--- config.mk ---
export PLATFORM = sky130hd
export DESIGN_NAME = mem_access_unit
export DESIGN_NICKNAME = d
export VERILOG_FILES = /design/src/rtl/mem_pkg.sv /design/src/rtl/mem_lane_align.sv /design/src/rtl/mem_access_unit.sv
export SDC_FILE = /design/constraint.sdc
export NUM_CORES = 1
export LEC_CHECK = 0
export ABC_CLOCK_PERIOD_IN_PS = 2300
export CAP_MARGIN = 20
export CELL_PAD_IN_SITES_DETAIL_PLACEMENT = 1
export CELL_PAD_IN_SITES_GLOBAL_PLACEMENT = 1
export CORE_MARGIN = 1.5
export CORE_UTILIZATION = 29
export DETAILED_ROUTE_END_ITERATION = 16
export PLACE_DENSITY = 0.87
export REMOVE_ABC_BUFFERS = 1
export SETUP_SLACK_MARGIN = 0.15
export SLEW_MARGIN = 20
export SYNTH_ARGS = -nofsm -noshare
export SYNTH_HDL_FRONTEND = slang
export SYNTH_HIERARCHICAL = 1
export SYNTH_SLANG_ARGS = --single-unit
--- constraint.sdc ---
create_clock -name clk_i -period 2.3 [get_ports clk_i]
set_input_delay 0.46 -clock clk_i [delete_from_list [all_inputs] [get_ports clk_i]]
set_output_delay 0.46 -clock clk_i [all_outputs]
set_load 0.1 [all_outputs]
--- src/rtl/mem_pkg.sv ---
// Shared types and helpers for the memory-stage load/store engine.
package mem_pkg;

    typedef enum logic [1:0] {
        MEM_BYTE = 2'b00,
        MEM_HALF = 2'b01,
        MEM_WORD = 2'b10
    } mem_size_t;

    typedef enum logic [1:0] {
        IDLE = 2'd0,
        WAIT = 2'd1,
        DONE = 2'd2
    } mem_state_t;

    localparam int TIMEOUT_W = 8;

    // The unused size encoding 2'b11 behaves as a full word.
    function automatic mem_size_t norm_size(input logic [1:0] s);
        case (s)
            2'b00:   return MEM_BYTE;
            2'b01:   return MEM_HALF;
            default: return MEM_WORD;
        endcase
    endfunction

    function automatic logic is_aligned(input mem_size_t s, input logic [1:0] off);
        case (s)
            MEM_BYTE: return 1'b1;
            MEM_HALF: return ~off[0];
            default:  return (off == 2'b00);
        endcase
    endfunction

endpackage

--- src/rtl/mem_lane_align.sv ---
// Byte-lane steering: store enables/replicated data and load lane select with extension.
module mem_lane_align
    import mem_pkg::*;
(
    input  mem_size_t   size_i,
    input  logic [1:0]  off_i,
    input  logic        unsigned_i,
    input  logic [31:0] wdata_i,
    input  logic [31:0] rdata_i,
    output logic [3:0]  be_o,
    output logic [31:0] wdata_o,
    output logic [31:0] rdata_o
);

    logic [7:0]  byte_sel;
    logic [15:0] half_sel;

    always_comb begin
        be_o     = 4'b1111;
        wdata_o  = wdata_i;
        rdata_o  = rdata_i;
        byte_sel = 8'h00;
        half_sel = 16'h0000;
        case (size_i)
            MEM_BYTE: begin
                be_o    = 4'b0001 << off_i;
                wdata_o = {4{wdata_i[7:0]}};
                case (off_i)
                    2'd0:    byte_sel = rdata_i[7:0];
                    2'd1:    byte_sel = rdata_i[15:8];
                    2'd2:    byte_sel = rdata_i[23:16];
                    default: byte_sel = rdata_i[31:24];
                endcase
                rdata_o = unsigned_i ? {24'h0, byte_sel} : {{24{byte_sel[7]}}, byte_sel};
            end
            MEM_HALF: begin
                be_o     = 4'b0011 << off_i;
                wdata_o  = {2{wdata_i[15:0]}};
                half_sel = off_i[1] ? rdata_i[31:16] : rdata_i[15:0];
                rdata_o  = unsigned_i ? {16'h0, half_sel} : {{16{half_sel[15]}}, half_sel};
            end
            default: begin
                be_o    = 4'b1111;
                wdata_o = wdata_i;
                rdata_o = rdata_i;
            end
        endcase
    end

endmodule

--- src/rtl/mem_access_unit.sv ---
// Memory-stage load/store engine: issues one req/ack bus access per op and stalls
// the pipeline until the response (or timeout) is available for writeback.
module mem_access_unit
    import mem_pkg::*;
#(
    parameter int TIMEOUT = 255
) (
    input  logic        clk_i,
    input  logic        rst_i,
    input  logic        mem_read_m_i,
    input  logic        mem_write_m_i,
    input  logic [1:0]  mem_size_m_i,
    input  logic        mem_unsigned_m_i,
    input  logic [31:0] addr_m_i,
    input  logic [31:0] write_data_m_i,
    output logic [31:0] read_data_m_o,
    output logic        stall_o,
    output logic        misalign_o,
    output logic        bus_err_o,
    output logic        bus_req_o,
    output logic        bus_we_o,
    output logic [31:0] bus_addr_o,
    output logic [3:0]  bus_be_o,
    output logic [31:0] bus_wdata_o,
    input  logic        bus_ack_i,
    input  logic [31:0] bus_rdata_i
);

    localparam bit                   TO_EN   = (TIMEOUT != 0);
    localparam logic [TIMEOUT_W-1:0] TO_LAST = TIMEOUT_W'(TIMEOUT - 1);

    mem_state_t           state_q, state_d;
    logic [TIMEOUT_W-1:0] cnt_q, cnt_d;
    logic                 bus_req_q, bus_req_d;
    logic                 bus_we_q, bus_we_d;
    logic [31:0]          bus_addr_q, bus_addr_d;
    logic [3:0]           bus_be_q, bus_be_d;
    logic [31:0]          bus_wdata_q, bus_wdata_d;
    logic [31:0]          rdata_q, rdata_d;
    logic                 bus_err_q, bus_err_d;
    mem_size_t            size_q, size_d;
    logic [1:0]           off_q, off_d;
    logic                 uns_q, uns_d;
    logic                 load_q, load_d;

    mem_size_t   size_in, al_size;
    logic [1:0]  al_off;
    logic        al_uns, op_any, aligned, in_idle;
    logic [3:0]  lane_be;
    logic [31:0] lane_wdata, lane_rdata;

    // One aligner serves both directions: live inputs in IDLE, captured copies afterwards.
    assign size_in = norm_size(mem_size_m_i);
    assign op_any  = mem_read_m_i | mem_write_m_i;
    assign aligned = is_aligned(size_in, addr_m_i[1:0]);
    assign in_idle = (state_q == IDLE);
    assign al_size = in_idle ? size_in : size_q;
    assign al_off  = in_idle ? addr_m_i[1:0] : off_q;
    assign al_uns  = in_idle ? mem_unsigned_m_i : uns_q;

    mem_lane_align u_align (
        .size_i     (al_size),
        .off_i      (al_off),
        .unsigned_i (al_uns),
        .wdata_i    (write_data_m_i),
        .rdata_i    (bus_rdata_i),
        .be_o       (lane_be),
        .wdata_o    (lane_wdata),
        .rdata_o    (lane_rdata)
    );

    always_comb begin
        state_d     = state_q;
        cnt_d       = cnt_q;
        bus_req_d   = bus_req_q;
        bus_we_d    = bus_we_q;
        bus_addr_d  = bus_addr_q;
        bus_be_d    = bus_be_q;
        bus_wdata_d = bus_wdata_q;
        rdata_d     = rdata_q;
        bus_err_d   = 1'b0;
        size_d      = size_q;
        off_d       = off_q;
        uns_d       = uns_q;
        load_d      = load_q;
        stall_o     = 1'b0;
        misalign_o  = 1'b0;

        case (state_q)
            IDLE: begin
                if (op_any && !aligned) begin
                    misalign_o = 1'b1;
                end else if (op_any) begin
                    stall_o     = 1'b1;
                    bus_req_d   = 1'b1;
                    bus_we_d    = mem_write_m_i;
                    bus_addr_d  = {addr_m_i[31:2], 2'b00};
                    bus_be_d    = lane_be;
                    bus_wdata_d = lane_wdata;
                    size_d      = size_in;
                    off_d       = addr_m_i[1:0];
                    uns_d       = mem_unsigned_m_i;
                    load_d      = ~mem_write_m_i;
                    cnt_d       = '0;
                    state_d     = WAIT;
                end
            end
            WAIT: begin
                stall_o = 1'b1;
                cnt_d   = cnt_q + TIMEOUT_W'(1);
                // An ack on the final allowed cycle still completes normally.
                if (bus_ack_i) begin
                    if (load_q) rdata_d = lane_rdata;
                    bus_req_d = 1'b0;
                    cnt_d     = '0;
                    state_d   = DONE;
                end else if (TO_EN && cnt_q == TO_LAST) begin
                    rdata_d   = '0;
                    bus_req_d = 1'b0;
                    bus_err_d = 1'b1;
                    cnt_d     = '0;
                    state_d   = DONE;
                end
            end
            DONE: begin
                state_d = IDLE;
            end
            default: begin
                state_d = IDLE;
            end
        endcase

        if (rst_i) begin
            stall_o    = 1'b0;
            misalign_o = 1'b0;
        end
    end

    always_ff @(posedge clk_i) begin
        if (rst_i) begin
            state_q     <= IDLE;
            cnt_q       <= '0;
            bus_req_q   <= 1'b0;
            bus_we_q    <= 1'b0;
            bus_addr_q  <= '0;
            bus_be_q    <= '0;
            bus_wdata_q <= '0;
            rdata_q     <= '0;
            bus_err_q   <= 1'b0;
            size_q      <= MEM_BYTE;
            off_q       <= '0;
            uns_q       <= 1'b0;
            load_q      <= 1'b0;
        end else begin
            state_q     <= state_d;
            cnt_q       <= cnt_d;
            bus_req_q   <= bus_req_d;
            bus_we_q    <= bus_we_d;
            bus_addr_q  <= bus_addr_d;
            bus_be_q    <= bus_be_d;
            bus_wdata_q <= bus_wdata_d;
            rdata_q     <= rdata_d;
            bus_err_q   <= bus_err_d;
            size_q      <= size_d;
            off_q       <= off_d;
            uns_q       <= uns_d;
            load_q      <= load_d;
        end
    end

    assign read_data_m_o = rdata_q;
    assign bus_err_o     = bus_err_q;
    assign bus_req_o     = bus_req_q;
    assign bus_we_o      = bus_we_q;
    assign bus_addr_o    = bus_addr_q;
    assign bus_be_o      = bus_be_q;
    assign bus_wdata_o   = bus_wdata_q;

endmodule

# After elaboration in Yosys (flattened, before gate mapping)
# Cells that the tools add are included.
# op_classes
reduce_logical	16
shift	2
bitwise_logic	5
addsub	1
muxes	38
n_eq_ne	11
# ops
operator	n
32-bit two-way mux	5
32-bit case mux with 2 select lines	2
8-bit two-way mux	4
8-bit case mux with 3 select lines	1
16-bit two-way mux	1
8-bit case mux with 2 select lines	1
2-bit zero test	6
1-bit two-way mux	12
2-bit two-way mux	6
3-bit AND reduction	4
2-bit by 1-bit equality test with 1-bit output (second input constant)	5
8-bit by 1-bit adder with 8-bit output (second input constant)	1
8-bit equality test (second input constant)	1
2-bit case mux with 2 select lines	2
4-bit case mux with 2 select lines	1
1-bit case mux with 2 select lines	3
2-bit != test (second input constant)	2
1-bit inverter	4
4-bit AND reduction	1
2-bit nonzero test	2
1-bit by 2-bit left shift with 4-bit output (first input constant)	1
2-bit by 2-bit left shift with 4-bit output (first input constant)	1
3-bit != test (second input constant)	1
3-bit OR reduction	1
5 further kinds	5
# word_totals
output_inout_bits	105
ff_bits	117

# Depth between registers and ports, before layout
# Gate-level depths: netlist (run 1).
# depth
depth_word	9
ltp_mapped	10
mapped_depth_nobuf	7

# Modules after synthesis
# Netlist (run 1), hierarchy kept.
# modules_own_cells
mod	area_each_um2	cells_each	instances
mem_access_unit	4220.3	475	1
mem_lane_align	1327.5	200	1

# Worst setup path before layout (run 1)
# Ideal clock, no wire load.
# synth_path
path_kind	input to output
from	in rst_i
to	out misalign_o
stages	3
setup_slack_ns	-1.236
n_path_buf	2
required_time_ns	1.840
arrival_time_ns	3.076
path_cell_list	clkbuf_1 -> clkbuf_1 -> a211oi_1
# synth_via
elab_chain_len	1
# synth_rtl
element	line_no	source
from (decl)	mem_access_unit.sv:9	input logic rst_i,
1-bit two-way mux	mem_access_unit.sv:133	if (rst_i) begin
to (decl)	mem_access_unit.sv:18	output logic misalign_o,
# No other way between the ends.

# Final worst setup path (run 1)
# layout_path
from	reg state_q[1]
to	reg rdata_q[13], in the netlist read_data_m_o[13]
# layout_via
elab_chain_len	8
word_cells_on_any_way	18
cone_classes	4 x eq/ne; 10 x mux; 4 x reduce/logical
# layout_rtl
element	line_no	source
from (decl)	mem_access_unit.sv:32	mem_state_t state_q, state_d;
from (signal assigned)	mem_access_unit.sv:155	state_q <= state_d;
2-bit zero test *	mem_access_unit.sv:56	assign in_idle = (state_q == IDLE);
2-bit two-way mux *	mem_access_unit.sv:58	assign al_off = in_idle ? addr_m_i[1:0] : off_q;
via al_off[0]	mem_access_unit.sv:47	logic [1:0] al_off;
2-bit equality test, or another cell as far along	mem_lane_align.sv:28	case (off_i)
8-bit case mux with 3 select lines *	mem_lane_align.sv:28	
32-bit two-way mux *	mem_lane_align.sv:34	rdata_o = unsigned_i ? {24'h0, byte_sel} : {{24{byte_sel[7]}}, byte_sel};
32-bit case mux with 2 select lines *	mem_lane_align.sv:24	case (size_i)
via lane_rdata[13]	mem_access_unit.sv:50	logic [31:0] lane_wdata, lane_rdata;
32-bit two-way mux *	mem_access_unit.sv:113	if (load_q) rdata_d = lane_rdata;
32-bit two-way mux *	mem_access_unit.sv:112	if (bus_ack_i) begin
to (signal assigned)	mem_access_unit.sv:162	rdata_q <= rdata_d;
to (decl)	mem_access_unit.sv:39	logic [31:0] rdata_q, rdata_d;
# The timed path passes the listed nets; every way through them passes the cells marked *. The select of a mux whose other input is x is not followed.
# A chain may end at the register's enable or synchronous reset.

==> summary.md, run 1 <==
| Metric | Value |
|---|---|
| DRT iter0 DRCs | 200 |
| Num ports | 209 |
| Worst-path clk slew | 60 ps |
| Cell count after placement | 1099 |
| Primary FF master, synth | dfxtp_1 |
| First-pass DRT Iterations | 4 |
| Ant diodes | 0 |
| CORE AREA | 18710 µm² |
| Crit Path Category | reg -> reg |
| Clock tree sinks | 117 |
| Final Critical Period | 2121 ps |
| Vias in the first global route | 5843 |
| DR vias | 5734 |
| Root Driver | clkbuf_16 |
| FF-to-FF setup slack | 180 ps |
| Cells after Synth | 675 |
| Fin nets | 995 |
| Mapped Area | 5548 µm² |
| Placed cell areas | 7766 µm² |
| Tightest Hold Check Type | in -> reg |
| Crit start category | flip-flop |
| Routed WL | 19980 µm |
| Clock Latency Late Sink | 410 ps |
| Commonest cells after routing, fill and taps aside | nand2_1 (198), buf_4 (139), dfxtp_1 (116) |
| Remaining DRCs | 0 |
| Placer congestion estimate | 0.7302 |
| Clock Skew | 4.666 ps |
| Final Hold Viols | 0 |
| Worst path arrival time | 2430 ps |
| # port buffers | 206 |
| Final worst-path cycle share | 92.23% |
| RSZ-0062 raised after global routing | true |
| Antenna viol nets, final | 0 |
| Synth async-reset ratio | 0% |
| Worst-path fanout max | 6 |
| GR Overflow Total | 0 |
| Final count of pins violating max slew | 0 |
| Die width | 141.3 µm |
| TritonCTS Buffers | 17 |
| Die area | 19970 µm² |
| Fraction of layout cells with a size suffix above 1 | 25.08% |
| Lkg Pwr | 0.003559 µW |
| CTS tree | done |
| Outcome | finished, final reports clean |
| Synthesized area per cell | 8.219 µm² |
| Pwr Density | 860.7 nW/µm² |
| Die H | 141.3 µm |
| Req. time, crit path | 2610 ps |
| Most common cell after layout, fill and taps aside | nand2_1 |
| Achievable clock frequency | 471.4 MHz |
| DP HPWL | 13830 µm |
| Synthesized flop and latch total | 117 |
| CP endpoint kind | flip-flop |
| Setup WS post-layout | 178.8 ps |
| Final setup fails | 0 |
| Setup WS pre-CTS | -262.8 ps |
| Post-route design area | 8583 µm² |
| Antenna violations before repair | 0 |
| Largest net degree at the start of global routing | 74 |
| Final Non-Filler Cells | 1135 |
| Rows | 50 |
| CTS H-tree lvls | 4 |
| Actual slew at the worst max-slew pin | 806.4 ps |
| Seq/Total Area, Yosys | 42.22% |
| Wire length per cell | 17.60 µm |
| Max cap viols | 0 |
| Gr usage total | 19.61% |
| Area growth, synth to finish | 54.71% |
| Peak VDD IR | 0.0005445 V |
| Vias/cell | 5.052 |
| Maximum clock path buffer count | 2 |
| Synth cell types | 56 |
| Synth warn | 6 |
| Initial core utilization | 29.66% |
| Post-synth EDFFs | 0 |
| First-pass GRT wire length | 30810 µm |
| Slew headroom | 46.24% |
power breakdown:
group          internal [µW]  leakage, µW  total, µW  switching [µW]
clock                   2110     0.000326       3090             983
sequential              2130     0.000953       2190            58.1
combinational            722      0.00228       2100            1380
total                   4970      0.00356       7390            2420
flip-flops by register name, summed over array words and instances, names as in the netlist:
signal         cells
load_q             1
size_q             2
off_q              2
bus_we_o           1
bus_be_o           4
bus_addr_o        30
bus_req_o          1
bus_wdata_o       32
state_q            2
bus_err_o          1
read_data_m_o     32
cnt_q              8
uns_q              1
critical path: stages, from the launching register on:
cell and delay, ps:
dfxtp_2 340, nor2_4 130, mux2_2 390, mux2_4 330, a22oi_4 210, buf_12 150, clkbuf_16 150, o221ai_2 100
a22o_1 220
cells by family after synthesis:
group           synth area share [%]
simple gates                   20.79
compound gates                 23.07
flops                          42.22
buf+inv                        6.856
mux                            6.067
xor+xnor                      0.4737
fa+ha+maj                     0.4510
other cells                  0.06759
layer usage:
layer / share of wire [%] / global-route usage (%)
met1: 41 / 22.90
met2: 49 / 33.67
met3: 8.0 / 6.851
met4: 1.4 / 6.140
met5: 0 / 0
synth_stat cells, drive strengths merged, types with 15 or more instances:
cell type,count,share of area (%)
mux2,15,3.2
o22ai,17,1.9
clkbuf,16,1.2
o21ai,20,2.0
a22o,32,5.1
nand2,199,14
a21oi,84,7.6
dfxtp,117,42
nor2b,29,3.3
mux2i,16,2.9
nor2,15,1.1
buf,46,5.3
repair_timing:
item	4_1_cts	5_1_grt
hold buffers	0	0
cloned	0	3
resized for setup	13	7
pin swaps	2	5
endpoints found under the setup margin	16	34
setup buffers	1	1
path summary, 6_finish.rpt:
path | startpoint | endpoint | depth (start not counted)
max | state_q[1] | read_data_m_o[13] | 8
min | mem_write_m_i | bus_we_o | 3
max reg2reg | state_q[1] | read_data_m_o[13] | 8
min reg2reg | bus_wdata_o[2] | bus_wdata_o[2] | 2
through the flow:
stage               setup TNS [ps]  power [µW]  util (%)  hold slack (ps)
finish                           0        7387     45.89            399.0
global route                     0        7658     45.89            411.5
CTS                              0        7397     45.32            454.9
detailed placement           -5646        4263     41.52            448.1
global placement             -4653        4223     41.52            440.8
floorplan                  -153770        3512         -            426.8
layout make-up:
cell class	instances	area (µm²)
inverters	6	22.52
multi-input cells	491	2912
fillers	2163	10120
clock buffers	22	474.2
repair buffers	256	2341
clock inverters	9	197.7
well taps	234	292.8
flip-flops and latches	117	2344
No activity file was read; power rests on OpenSTA's default activity.
==> run 2, diff against run 1 <==
--- a/config.mk
+++ b/config.mk
@@ -6,7 +6,6 @@
 export NUM_CORES = 1
 export LEC_CHECK = 0
 export ABC_CLOCK_PERIOD_IN_PS = 2300
-export CAP_MARGIN = 20
 export CELL_PAD_IN_SITES_DETAIL_PLACEMENT = 1
 export CELL_PAD_IN_SITES_GLOBAL_PLACEMENT = 1
 export CORE_MARGIN = 1.5
==> results of run 2 <==
The final DEF is identical to that of run 1; final timing and power are the same.
==> run 3, diff against run 2 <==
--- a/config.mk
+++ b/config.mk
@@ -11,9 +11,9 @@
 export CORE_MARGIN = 1.5
 export CORE_UTILIZATION = 29
 export DETAILED_ROUTE_END_ITERATION = 16
+export GPL_TIMING_DRIVEN = 0
 export PLACE_DENSITY = 0.87
 export REMOVE_ABC_BUFFERS = 1
-export SETUP_SLACK_MARGIN = 0.15
 export SLEW_MARGIN = 20
 export SYNTH_ARGS = -nofsm -noshare
 export SYNTH_HDL_FRONTEND = slang
==> run 3 against run 2 <==
  * Non-clock buffer count decreased by 26
  * Maximum frequency decreased by 5.0%
  * Clock power decreased by 12%
  * Sequential share of layout area increased by 0.25 points
  * Clock skew increased by 3.2 ps
  * Clock-buffer cell count decreased by 3
  * Design area decreased by 0.86%
  * Power decreased by 5.9%
  * Utilization decreased by 0.39 points
  * Worst hold slack improved by 37 ps
  * Largest power group unchanged
==> summary.md, run 3 (synthesis gave the netlist of run 1 again) <==
| Metric | Value |
|---|---|
| Achievable clock frequency | 447.8 MHz |
| Pwr Density | 816.7 nW/µm² |
| Crit start category | input pin |
| Met3 Track Usage GR | 7.965% |
| Final setup fails | 0 |
| Initial core utilization | 29.66% |
| Fraction of layout cells with a size suffix above 1 | 12.24% |
| First-pass DRT Iterations | 4 |
| Wire length per cell | 19.03 µm |
| Met2 Usage GRT | 38.67% |
| Cell count after placement | 1064 |
| CTS tree | done |
| Most Used Layer, Global Route | met2 |
| Crit Path Category | in -> out |
| Vias in the first global route | 6095 |
| Root Driver | clkbuf_16 |
| Clock Latency Late Sink | 410 ps |
| Total negative setup slack | 0 ps |
| Routed WL | 21240 µm |
| Clock tree sinks | 117 |
| Final Hold Viols | 0 |
| Area growth, synth to finish | 53.38% |
| Worst path arrival time | 1770 ps |
| Final worst-path cycle share | 97.10% |
| Tightest Hold Check Type | in -> reg |
| First-pass GRT wire length | 33050 µm |
| Die width | 141.3 µm |
| # port buffers | 206 |
| Fin nets | 975 |
| Hold slack | 435.7 ps |
| Remaining DRCs | 0 |
| Max cap viols | 0 |
| Maximum clock path buffer count | 2 |
| Rows | 50 |
| DP HPWL | 13410 µm |
| Final Critical Period | 2233 ps |
| Worst-path fanout max | 3 |
| Peak VDD IR | 0.0005102 V |
| Die H | 141.3 µm |
| Actual slew at the worst max-slew pin | 1020 ps |
| Antenna viol nets, final | 0 |
| DRT iter0 DRCs | 258 |
| FILL cells | 2162 |
| Req. time, crit path | 1840 ps |
| Most common cell after layout, fill and taps aside | nand2_1 |
| Tot Pwr | 6950 µW |
| Clock Skew | 7.827 ps |
| Lkg Pwr | 0.003684 µW |
| Placer congestion estimate | 0.7481 |
| TritonCTS Buffers | 17 |
| Antenna violations before repair | 0 |
| Worst-path clk slew | 60 ps |
| CORE AREA | 18710 µm² |
| Slew headroom | 32.24% |
| Met1 Use GR | 23.68% |
| DR vias | 5689 |
| Gr usage total | 21.47% |
| Die area | 19970 µm² |
| CP endpoint kind | output pin |
| Post-CTS Hold Buffers | 0 |
| CTS H-tree lvls | 4 |
| Outcome | finished, final reports clean |
| GR Overflow Total | 0 |
| Final Non-Filler Cells | 1116 |
| Vias/cell | 5.098 |
| RSZ-0062 raised after global routing | false |
| Final count of pins violating max slew | 0 |
| Largest net degree at the start of global routing | 56 |
| Ant diodes | 0 |
| Num ports | 209 |
| Commonest cells after routing, fill and taps aside | nand2_1 (198), dfxtp_1 (115), dlygate4sd2_1 (103) |
==> run 3: path summary, 6_finish.rpt <==
check	from	to	slack, ps	depth (start not counted)
worst min register to register	bus_addr_o[30]	bus_addr_o[30]	450	2
worst min-delay path	rst_i	bus_wdata_o[11]	440	2
worst max-delay path	addr_m_i[0]	misalign_o	70	4
worst max register to register	state_q[1]	read_data_m_o[10]	70	8
==> run 3: metal layers <==
layer	wire [µm]	vias up	share of wire [%]
met5	0	-	0
met4	198	0	0.93
met3	1630	15	7.7
met2	10750	199	51
met1	8660	2758	41
li1	-	2717	-
==> run 3: repair_timing <==
item                       CTS  global route
setup endpoints to repair  147            31
pin swaps                    7             3
hold endpoints to repair     0             0
gates resized for setup    134             7
gates cloned                 5             1
buffers inserted            12             3
==> run 3: layout make-up <==
type | instances | area, µm² | area share [%]
Clock buffer | 19 | 432.9 | 5.087
Multi-Input combinational cell | 497 | 3013 | 35.41
Tap cell | 234 | 292.8 | 3.441
Sequential cell | 117 | 2345 | 27.55
Timing Repair Buffer | 230 | 2245 | 26.38
Clock inverter | 13 | 158.9 | 1.867
Inverter | 6 | 22.52 | 0.2647
==> run 3: through the flow <==
step                      area (µm²)  util [%]  setup WS (ps)
after floorplan                 5194         -          -2031
after global placement          7548     40.35          -5535
after detailed placement        7770     41.54          -1214
after CTS                       8473     45.30          20.25
after global routing            8509     45.49          5.627
final                           8509     45.49          66.65
==> run 3: worst max-delay path, cell delays in order <==
cell and delay [ps]:
clkdlybuf4s50_1 590, o21ai_4 100, a211oi_1 280, buf_4 340
==> run 3: power by group <==
part           switching, µW  internal [µW]  total [µW]
clock                   1010           1700        2710
combinational           1410            643        2050
sequential              58.2           2130        2190
